<file path="config.mk">
export PLATFORM = sky130hd
export DESIGN_NAME = alu_ctrl_seq
export DESIGN_NICKNAME = d
export VERILOG_FILES = /design/src/rtl/alu_ctrl_pkg.sv /design/src/rtl/alu_ctrl_dec.sv /design/src/rtl/alu_ctrl_seq.sv
export SDC_FILE = /design/constraint.sdc
export NUM_CORES = 1
export LEC_CHECK = 0
export ABC_AREA = 0
export BUFFER_PORTS_ARGS = -buffer_cell sky130_fd_sc_hd__buf_2
export CAP_MARGIN = 20
export CORE_ASPECT_RATIO = 1.1
export CORE_UTILIZATION = 54
export DETAILED_ROUTE_END_ITERATION = 6
export PLACE_DENSITY = 0.8
export SLEW_MARGIN = 20
export SYNTH_ARGS = -nofsm -noshare
export SYNTH_HDL_FRONTEND = slang
export SYNTH_SLANG_ARGS = --single-unit
</file>
<file path="constraint.sdc">
create_clock -name clk_i -period 4.02 [get_ports clk_i]
set_input_delay 0.201 -clock clk_i [delete_from_list [all_inputs] [get_ports clk_i]]
set_output_delay 0.201 -clock clk_i [all_outputs]
set_load 0.1 [all_outputs]
</file>
<file path="src/rtl/alu_ctrl_pkg.sv">
// alu_ctrl_pkg: shared ALUOp, funct and ALU control encodings plus the sequencer state type.
package alu_ctrl_pkg;
   localparam logic [2:0] ALUOP_ADD   = 3'd0;
   localparam logic [2:0] ALUOP_SUB   = 3'd1;
   localparam logic [2:0] ALUOP_RTYPE = 3'd2;
   localparam logic [2:0] ALUOP_SLT   = 3'd3;
   localparam logic [2:0] ALUOP_MEM   = 3'd4;
   localparam logic [2:0] ALUOP_OR    = 3'd5;
   localparam logic [2:0] ALUOP_LUI   = 3'd6;
   localparam logic [2:0] ALUOP_BNE   = 3'd7;

   localparam logic [5:0] FUNCT_SRA  = 6'd3;
   localparam logic [5:0] FUNCT_SRAV = 6'd7;
   localparam logic [5:0] FUNCT_JR   = 6'd8;
   localparam logic [5:0] FUNCT_MUL  = 6'd24;
   localparam logic [5:0] FUNCT_DIVU = 6'd27;
   localparam logic [5:0] FUNCT_ADDU = 6'd33;
   localparam logic [5:0] FUNCT_SUBU = 6'd35;
   localparam logic [5:0] FUNCT_AND  = 6'd36;
   localparam logic [5:0] FUNCT_OR   = 6'd37;
   localparam logic [5:0] FUNCT_SLT  = 6'd42;

   localparam logic [3:0] ALU_AND  = 4'b0000;
   localparam logic [3:0] ALU_OR   = 4'b0001;
   localparam logic [3:0] ALU_ADD  = 4'b0010;
   localparam logic [3:0] ALU_LUI  = 4'b0011;
   localparam logic [3:0] ALU_SUB  = 4'b0110;
   localparam logic [3:0] ALU_SLT  = 4'b0111;
   localparam logic [3:0] ALU_SRA  = 4'b1000;
   localparam logic [3:0] ALU_BNE  = 4'b1001;
   localparam logic [3:0] ALU_SRAV = 4'b1011;
   localparam logic [3:0] ALU_JR   = 4'b1101;
   localparam logic [3:0] ALU_DIVU = 4'b1110;
   localparam logic [3:0] ALU_MUL  = 4'b1111;

   typedef enum logic {IDLE, BUSY} state_t;
endpackage

</file>
<file path="src/rtl/alu_ctrl_dec.sv">
// alu_ctrl_dec: combinational ALUOp/funct decode into control code, multi-cycle class and illegal flag.
module alu_ctrl_dec
   import alu_ctrl_pkg::*;
#(
   parameter int FUNCT_W = 6,
   parameter int ALUOP_W = 3,
   parameter int CTRL_W  = 4
) (
   input  logic [ALUOP_W-1:0] ALUOp_i,
   input  logic [FUNCT_W-1:0] funct_i,
   output logic [CTRL_W-1:0]  ctrl_o,
   output logic               is_multi_o,
   output logic               lat_sel_o,
   output logic               illegal_o
);
   always_comb begin
      ctrl_o     = CTRL_W'(ALU_ADD);
      is_multi_o = 1'b0;
      lat_sel_o  = 1'b0;
      illegal_o  = 1'b0;
      case (ALUOp_i)
         ALUOP_W'(ALUOP_ADD),
         ALUOP_W'(ALUOP_MEM): ctrl_o = CTRL_W'(ALU_ADD);
         ALUOP_W'(ALUOP_SUB): ctrl_o = CTRL_W'(ALU_SUB);
         ALUOP_W'(ALUOP_SLT): ctrl_o = CTRL_W'(ALU_SLT);
         ALUOP_W'(ALUOP_OR):  ctrl_o = CTRL_W'(ALU_OR);
         ALUOP_W'(ALUOP_LUI): ctrl_o = CTRL_W'(ALU_LUI);
         ALUOP_W'(ALUOP_BNE): ctrl_o = CTRL_W'(ALU_BNE);
         ALUOP_W'(ALUOP_RTYPE):
            case (funct_i)
               FUNCT_W'(FUNCT_ADDU): ctrl_o = CTRL_W'(ALU_ADD);
               FUNCT_W'(FUNCT_SUBU): ctrl_o = CTRL_W'(ALU_SUB);
               FUNCT_W'(FUNCT_AND):  ctrl_o = CTRL_W'(ALU_AND);
               FUNCT_W'(FUNCT_OR):   ctrl_o = CTRL_W'(ALU_OR);
               FUNCT_W'(FUNCT_SLT):  ctrl_o = CTRL_W'(ALU_SLT);
               FUNCT_W'(FUNCT_SRA):  ctrl_o = CTRL_W'(ALU_SRA);
               FUNCT_W'(FUNCT_SRAV): ctrl_o = CTRL_W'(ALU_SRAV);
               FUNCT_W'(FUNCT_JR):   ctrl_o = CTRL_W'(ALU_JR);
               FUNCT_W'(FUNCT_MUL): begin
                  ctrl_o     = CTRL_W'(ALU_MUL);
                  is_multi_o = 1'b1;
               end
               FUNCT_W'(FUNCT_DIVU): begin
                  ctrl_o     = CTRL_W'(ALU_DIVU);
                  is_multi_o = 1'b1;
                  lat_sel_o  = 1'b1;
               end
               default: illegal_o = 1'b1;
            endcase
         default: illegal_o = 1'b1;
      endcase
   end
endmodule

</file>
<file path="src/rtl/alu_ctrl_seq.sv">
// alu_ctrl_seq: registered ALU control decode with valid/ready sequencing of multi-cycle mul/divu,
// latency countdown, stall and flush.
module alu_ctrl_seq
   import alu_ctrl_pkg::*;
#(
   parameter int FUNCT_W = 6,
   parameter int ALUOP_W = 3,
   parameter int CTRL_W  = 4,
   parameter int MUL_LAT = 4,
   parameter int DIV_LAT = 8
) (
   input  logic               clk_i,
   input  logic               rst_i,
   input  logic               valid_i,
   output logic               ready_o,
   input  logic [ALUOP_W-1:0] ALUOp_i,
   input  logic [FUNCT_W-1:0] funct_i,
   input  logic               flush_i,
   output logic [CTRL_W-1:0]  ALUCtrl_o,
   output logic               valid_o,
   output logic               busy_o,
   output logic               stall_o,
   output logic               illegal_o
);
   localparam int CNT_W = $clog2(MUL_LAT > DIV_LAT ? MUL_LAT : DIV_LAT) + 1;

   state_t            state, state_n;
   logic [CNT_W-1:0]  cnt, cnt_n, cnt_dec, lat;
   logic [CTRL_W-1:0] ctrl_n, dec_ctrl;
   logic              valid_n, busy_n, stall_n, ill_n;
   logic              dec_multi, dec_lat_sel, dec_ill, accept;

   alu_ctrl_dec #(.FUNCT_W(FUNCT_W), .ALUOP_W(ALUOP_W), .CTRL_W(CTRL_W)) u_dec (
      .ALUOp_i    (ALUOp_i),
      .funct_i    (funct_i),
      .ctrl_o     (dec_ctrl),
      .is_multi_o (dec_multi),
      .lat_sel_o  (dec_lat_sel),
      .illegal_o  (dec_ill)
   );

   assign ready_o = state == IDLE;
   assign accept  = valid_i && ready_o && !flush_i;
   assign lat     = dec_lat_sel ? CNT_W'(DIV_LAT - 1) : CNT_W'(MUL_LAT - 1);
   assign cnt_dec = cnt - CNT_W'(1);

   // cnt holds the remaining BUSY cycles after the current one; 0 marks the result cycle
   always_comb begin
      state_n = state;
      cnt_n   = cnt;
      ctrl_n  = ALUCtrl_o;
      valid_n = 1'b0;
      busy_n  = 1'b0;
      stall_n = 1'b0;
      ill_n   = 1'b0;
      if (state == BUSY) begin
         if (!flush_i && cnt != '0) begin
            cnt_n   = cnt_dec;
            busy_n  = 1'b1;
            stall_n = cnt_dec != '0;
            valid_n = cnt_dec == '0;
         end else begin
            state_n = IDLE;
            cnt_n   = '0;
         end
      end else if (accept) begin
         ctrl_n  = dec_ctrl;
         ill_n   = dec_ill;
         busy_n  = dec_multi;
         cnt_n   = dec_multi ? lat : '0;
         stall_n = dec_multi && lat != '0;
         valid_n = !stall_n;
         state_n = stall_n ? BUSY : IDLE;
      end
   end

   always_ff @(posedge clk_i or negedge rst_i) begin
      if (!rst_i) begin
         state     <= IDLE;
         cnt       <= '0;
         ALUCtrl_o <= CTRL_W'(ALU_ADD);
         valid_o   <= 1'b0;
         busy_o    <= 1'b0;
         stall_o   <= 1'b0;
         illegal_o <= 1'b0;
      end else begin
         state     <= state_n;
         cnt       <= cnt_n;
         ALUCtrl_o <= ctrl_n;
         valid_o   <= valid_n;
         busy_o    <= busy_n;
         stall_o   <= stall_n;
         illegal_o <= ill_n;
      end
   end
endmodule
</file>
* After elaboration in Yosys (flattened, before gate mapping)
Index checks and enable logic that the tools add are counted.
** Storage, ports and cells
- Bits in registers :: 13
- Bits in latches :: 0
- RAM bits :: 0
- ROM bits :: 0
- Input bits :: 13
- Output and inout port bits :: 9
- Word-level logic and storage cells :: 69
- Memories :: 0
** Operators by class
- Add/subtract/negate cells :: 1
- Multiply operators :: 0
- Divide/modulo/power cells :: 0
- Magnitude comparators :: 0
- Equal/unequal tests :: 17
- Shift operators :: 0
- Mux-type cells :: 27
- Bitwise logic cells :: 1
- Reductions and logical operators :: 16
** Operators by type and width (count)
- one-hot mux 4 bit (9 select lines) :: 1
- equality test 6 bit, second input constant :: 5
- one-hot mux 4 bit (7 select lines) :: 1
- two-way mux 1 bit :: 20
- equality test 3 bit, second input constant :: 4
- equality test 6 x 5 -> 1 bit, second input constant :: 2
- two-way mux 4 bit :: 3
- nonzero test 4 bit :: 3
- OR reduction 10 bit :: 1
- equality test 3 x 2 -> 1 bit, second input constant :: 2
- equality test 6 x 2 -> 1 bit, second input constant :: 1
- equality test 6 x 3 -> 1 bit, second input constant :: 1
- equality test 6 x 4 -> 1 bit, second input constant :: 1
- two-way mux 3 bit :: 2
- logical AND 1 bit :: 4
- logical NOT 4 bit :: 1
- OR reduction 2 bit :: 2
- subtractor 4 x 1 -> 4 bit, second input constant :: 1
- equality test 3 x 1 -> 1 bit, second input constant :: 1
- logical NOT 3 bit :: 1
- logical NOT 1 bit :: 2
- AND reduction 2 bit :: 1
- nonzero test 2 bit :: 1
- inverter 1 bit :: 1

* Longest topological paths before layout
- Depth in word-level cells :: 9
- Mapped depth :: 6
- Mapped depth without buffers :: 6

* Hierarchy
Synthesis repeated with hierarchy kept, for this count alone.
** Unflattened totals
- Cells, all modules :: 113
- Area, all modules :: 950.9 µm²
** Modules (own cells, without submodules)
- alu_ctrl_seq :: instances 1, cells each 53, area each 613.1 µm², seq. area each 301.5 µm²
- alu_ctrl_dec :: instances 1, cells each 60, area each 337.8 µm², seq. area each 0.0 µm²

* Least setup slack after synthesis
OpenSTA, ideal clock, no wires.
- Path kind :: register -> register
- From :: register, netlist name busy_o
- To :: register cnt[2]
- Library setup time :: 0.121 ns
- Arrival :: 2.279 ns
- Required time :: 3.899 ns
- Path slack :: 1.620 ns
- Stages on the path, launching flop included :: 5
- Buffers on the path :: 0
- Clock period less this slack :: 2.400 ns
- Cell sequence :: dfrtp_1 -> inv_1 -> nand2_1 -> o21ai_0 -> a22o_1
** RTL lines
- end signal: assignment :: line alu_ctrl_seq.sv:88 : cnt <= cnt_n;
- end: declaration :: line alu_ctrl_seq.sv:28 : logic [CNT_W-1:0] cnt, cnt_n, cnt_dec, lat;

* Worst setup path in the final report
- From :: register cnt[0]
- To :: register cnt[3]
** Between the ends
- Longest elaborated chain between the ends :: 4
- Elaborated cells on any way between the ends :: 5
- Classes of those cells :: add/sub (1); mux (2); reduce/logical (2)
** RTL lines
- branches (longest 2 deep; another with subtractor 4 x 1 -> 4 bit)
- two-way mux 4 bit (*) :: line alu_ctrl_seq.sv:57 : if (!flush_i && cnt != '0) begin
- two-way mux 4 bit (*) :: line alu_ctrl_seq.sv:56 : if (state == BUSY) begin
Mark *: on every way between the ends.
A chain may end at the register's enable or synchronous reset.

==> metrics.md <==
| Metric | Value |
|---|---|
| Status | finished clean |
| R2r setup slk | about 1900 ps |
| Dominant synthesized flop cell | dfrtp_1 |
| Drt drc | 0 |
| GRT Resource Usage Total | 23.1% |
| Remaining antenna violation count | 0 |
| Post-CTS setup buffers | 0 |
| Syn Nets | between 100 and 150 |
| Most used cell, CP | inv_1 |
| Layout Skew | 0.984 ps |
| Initial antenna violation count | 0 |
| First-pass GRT wire length | roughly 3300 um |
| Final hold viol count | 0 |
| Clk slew on worst S/H paths | 80 ps |
| Yosys reg bits | 12 |
| Reg area | approximately 300 um^2 |
| Total number of H-tree levels | 1 |
| Gate Count Post-Synth | 109 |
| Crit path DAT | roughly 2300 ps |
| Post-layout minimum cycle time | 2150 ps |
| Total CTS buffers | 3 |
| Final design area excluding fillers | roughly 1100 um^2 |
| Post-DP HPWL | 1450 um |
| Number of clock sinks | 12 |
| Drt initial violations | 25 |
| Clock Tree Root | clkbuf_4 |
| Largest net degree at the start of global routing | 16 |
| Hold Path Class | in2reg |
| Clk_lat worst skew | 280 ps |
| Relative slew slack | 33.2% |
| # fillers | 127 |
| Register area share after synthesis | 32.2% |
| Vias/cell | 6.05 |
| IO Port Bufs | 21 |
| Antenna Cells | 0 |
| Final core utilization | 66.7% |
| Vias in the first global route | ~770 |
| First-pass DRT Iterations | 4 |
| Chip width | 41.7 um |
| I/O Pins | 22 |
| Startpoint Class | flip-flop |
| Routed WL | between 1500 and 2000 um |
| Distinct cell type count after synthesis | 48 |
| Final worst path period share | 53.6% |
| Post-synth ARST share | 100% |
| RePlAce Congestion | a little over 0.8 |
| Final setup fails | 0 |
| Post-synthesis area per instance | about 8.6 um^2 |
| Row count | 15 |
| Die area | 1910 um^2 |
| CTS tree | yes |
| Worst-path cell chain | inv_1, ha_1, inv_1, o311ai_1, o21ai_0, o2bb2ai_1 |
| Peak supply drop | approximately 0.18 mV |
| Multi-input logic area | 561 um^2 |
| Max Root-Sink Buffers | 2 |
| Slew @ Worst Pin | 987 ps |
| DR WL/cell | approximately 13 um |
| Total Power | 0.345 mW |
| Post-Place Cell Area | between 1000 and 1500 um^2 |
| Share of post-route cells with drive strength above 1 | 21.9% |
| Worst EP required | slightly above 4000 ps |
| Power density cells | 324 nW/um^2 |
| Worst path bufs/invs | 2 |
| Via count | 877 |
| CP max stage cell | o311ai_1 |
| Post-synth EDFFs | 0 |
| Core area | 1600 um^2 |
| CP top delay family | compound AO/OA/AOI/OAI gates |
| Fmax achieved | 0.464 GHz |
| Global route overflow | 0 |
| Chip Height | between 40 and 50 um |
| Synth Warn # | 0 |
| P&R area growth vs syn | 13.6% |
| Cell Area, Synth | ~940 um^2 |
| Fin. max-slew vios | 0 |
| Crit path largest cell delay | 850 ps |
| Fin Setup TNS | 0 ps |
| Leak | roughly 0.47 nW |
| Resize count post-CTS | 0 |
| Max_cap viols | 0 |
| Initial core utilization | 58.7% |
| Final net count | 144 |
| Crit-path max FO | 9 |
| Crit path capture type | flip-flop |
| Hold_buf cts | 1 |
| Kind of critical path | reg2reg |
| RSZ-0062 raised after global routing | no |
==> flip-flops by register name (all words and copies together) (netlist names) <==
name	flops
ALUCtrl_o	4
stall_o	1
valid_o	1
busy_o	1
cnt	4
illegal_o	1
==> report_power, final <==
part           internal (mW)  total [mW]  switching (mW)  leakage [nW]
Sequential             0.130       0.135         0.00570         0.156
Combinational         0.0306       0.113          0.0821         0.297
Clock                 0.0551      0.0972          0.0421        0.0210
==> Yosys cell counts, drive strengths merged (2+ instances only) <==
| cell type | count | area (um^2) |
|---|---|---|
| dfrtp | 11 | 275 |
| inv | 8 | 30.0 |
| a21oi | 6 | 30.0 |
| buf | 6 | 41.3 |
| nor2 | 6 | 22.5 |
| o21ai | 6 | 30.0 |
| nand2 | 5 | 18.8 |
| nor3 | 5 | 25.0 |
| nand2b | 4 | 25.0 |
| nand3 | 3 | 15.0 |
| nor4bb | 3 | 30.0 |
| o211ai | 3 | 22.5 |
| xnor2 | 3 | 26.3 |
| a211oi | 2 | 15.0 |
| ha | 2 | 25.0 |
| nand3b | 2 | 15.0 |
| o21a | 2 | 15.0 |
| o311ai | 2 | 17.5 |
| o31ai | 2 | 15.0 |
| or3 | 2 | 12.5 |
| or4b | 2 | 20.0 |
==> cell families (layout without fill, tap and decap cells) <==
family / after synthesis / in the layout / share of synthesized area (%)
buf+inv: 15 / 34 / 8.01
simple gates: 43 / 43 / 28.7
xor+xnor: 4 / 4 / 3.74
flops: 12 / 12 / 32.2
mux: 1 / 1 / 1.07
compound gates: 32 / 32 / 23.6
fa+ha+maj: 2 / 2 / 2.67
==> metrics by stage <==
step / setup slack [ps] / hold WS (ps) / std cells
after floorplan: 1620 / -94.6 / 109
after global placement: 2020 / 88.3 / 140
after detailed placement: 1890 / 90.7 / 140
after CTS: 1880 / 180 / 145
after global routing: 1700 / 181 / 145
final: 1870 / 188 / 145
==> worst paths after layout <==
check / cells after the start / startpoint / to
worst max-delay path: 6 / cnt[0] / cnt[3]
worst min-delay path: 2 / ALUOp_i[2] / ALUCtrl_o[2]
worst max register to register: 6 / cnt[0] / cnt[3]
worst min register to register: 2 / ALUCtrl_o[2] / ALUCtrl_o[2]
max in group asynchronous: 2 / rst_i / ALUCtrl_o[1]
min in group asynchronous: 2 / rst_i / ALUCtrl_o[3]
==> area by class of cell <==
type / instances / share of cell area, %
multi-input cells: 82 / 52.6
well taps: 17 / 2.00
clock buffers: 4 / 3.41
flip-flops and latches: 12 / 28.3
repair buffers: 22 / 10.8
inverters: 8 / 2.82
==> placed cells by master (no fill, tap or decap), drive strengths merged, types with 2 or more instances in the layout <==
cell / count
o31ai: 2
or3: 2
nand3b: 2
or4b: 2
nor2: 6
nand2b: 4
o211ai: 3
a21oi: 6
a211oi: 2
nand2: 5
dfrtp: 11
xnor2: 3
buf: 21
o311ai: 2
o21a: 2
o21ai: 6
nor4bb: 3
ha: 2
clkbuf: 4
nand3: 3
nor3: 5
inv: 8
==> per-layer routing <==
metal	up-vias	track usage (%)	part of all wire, %	routed length [um]
li1	446	-	-	-
met3	5	3.97	5.2	101
met5	-	0	0	0
met1	396	31.0	48	931
met4	0	11.6	2.2	42
met2	30	36.3	45	869
Note: power is estimated with default switching activity, not from simulation.
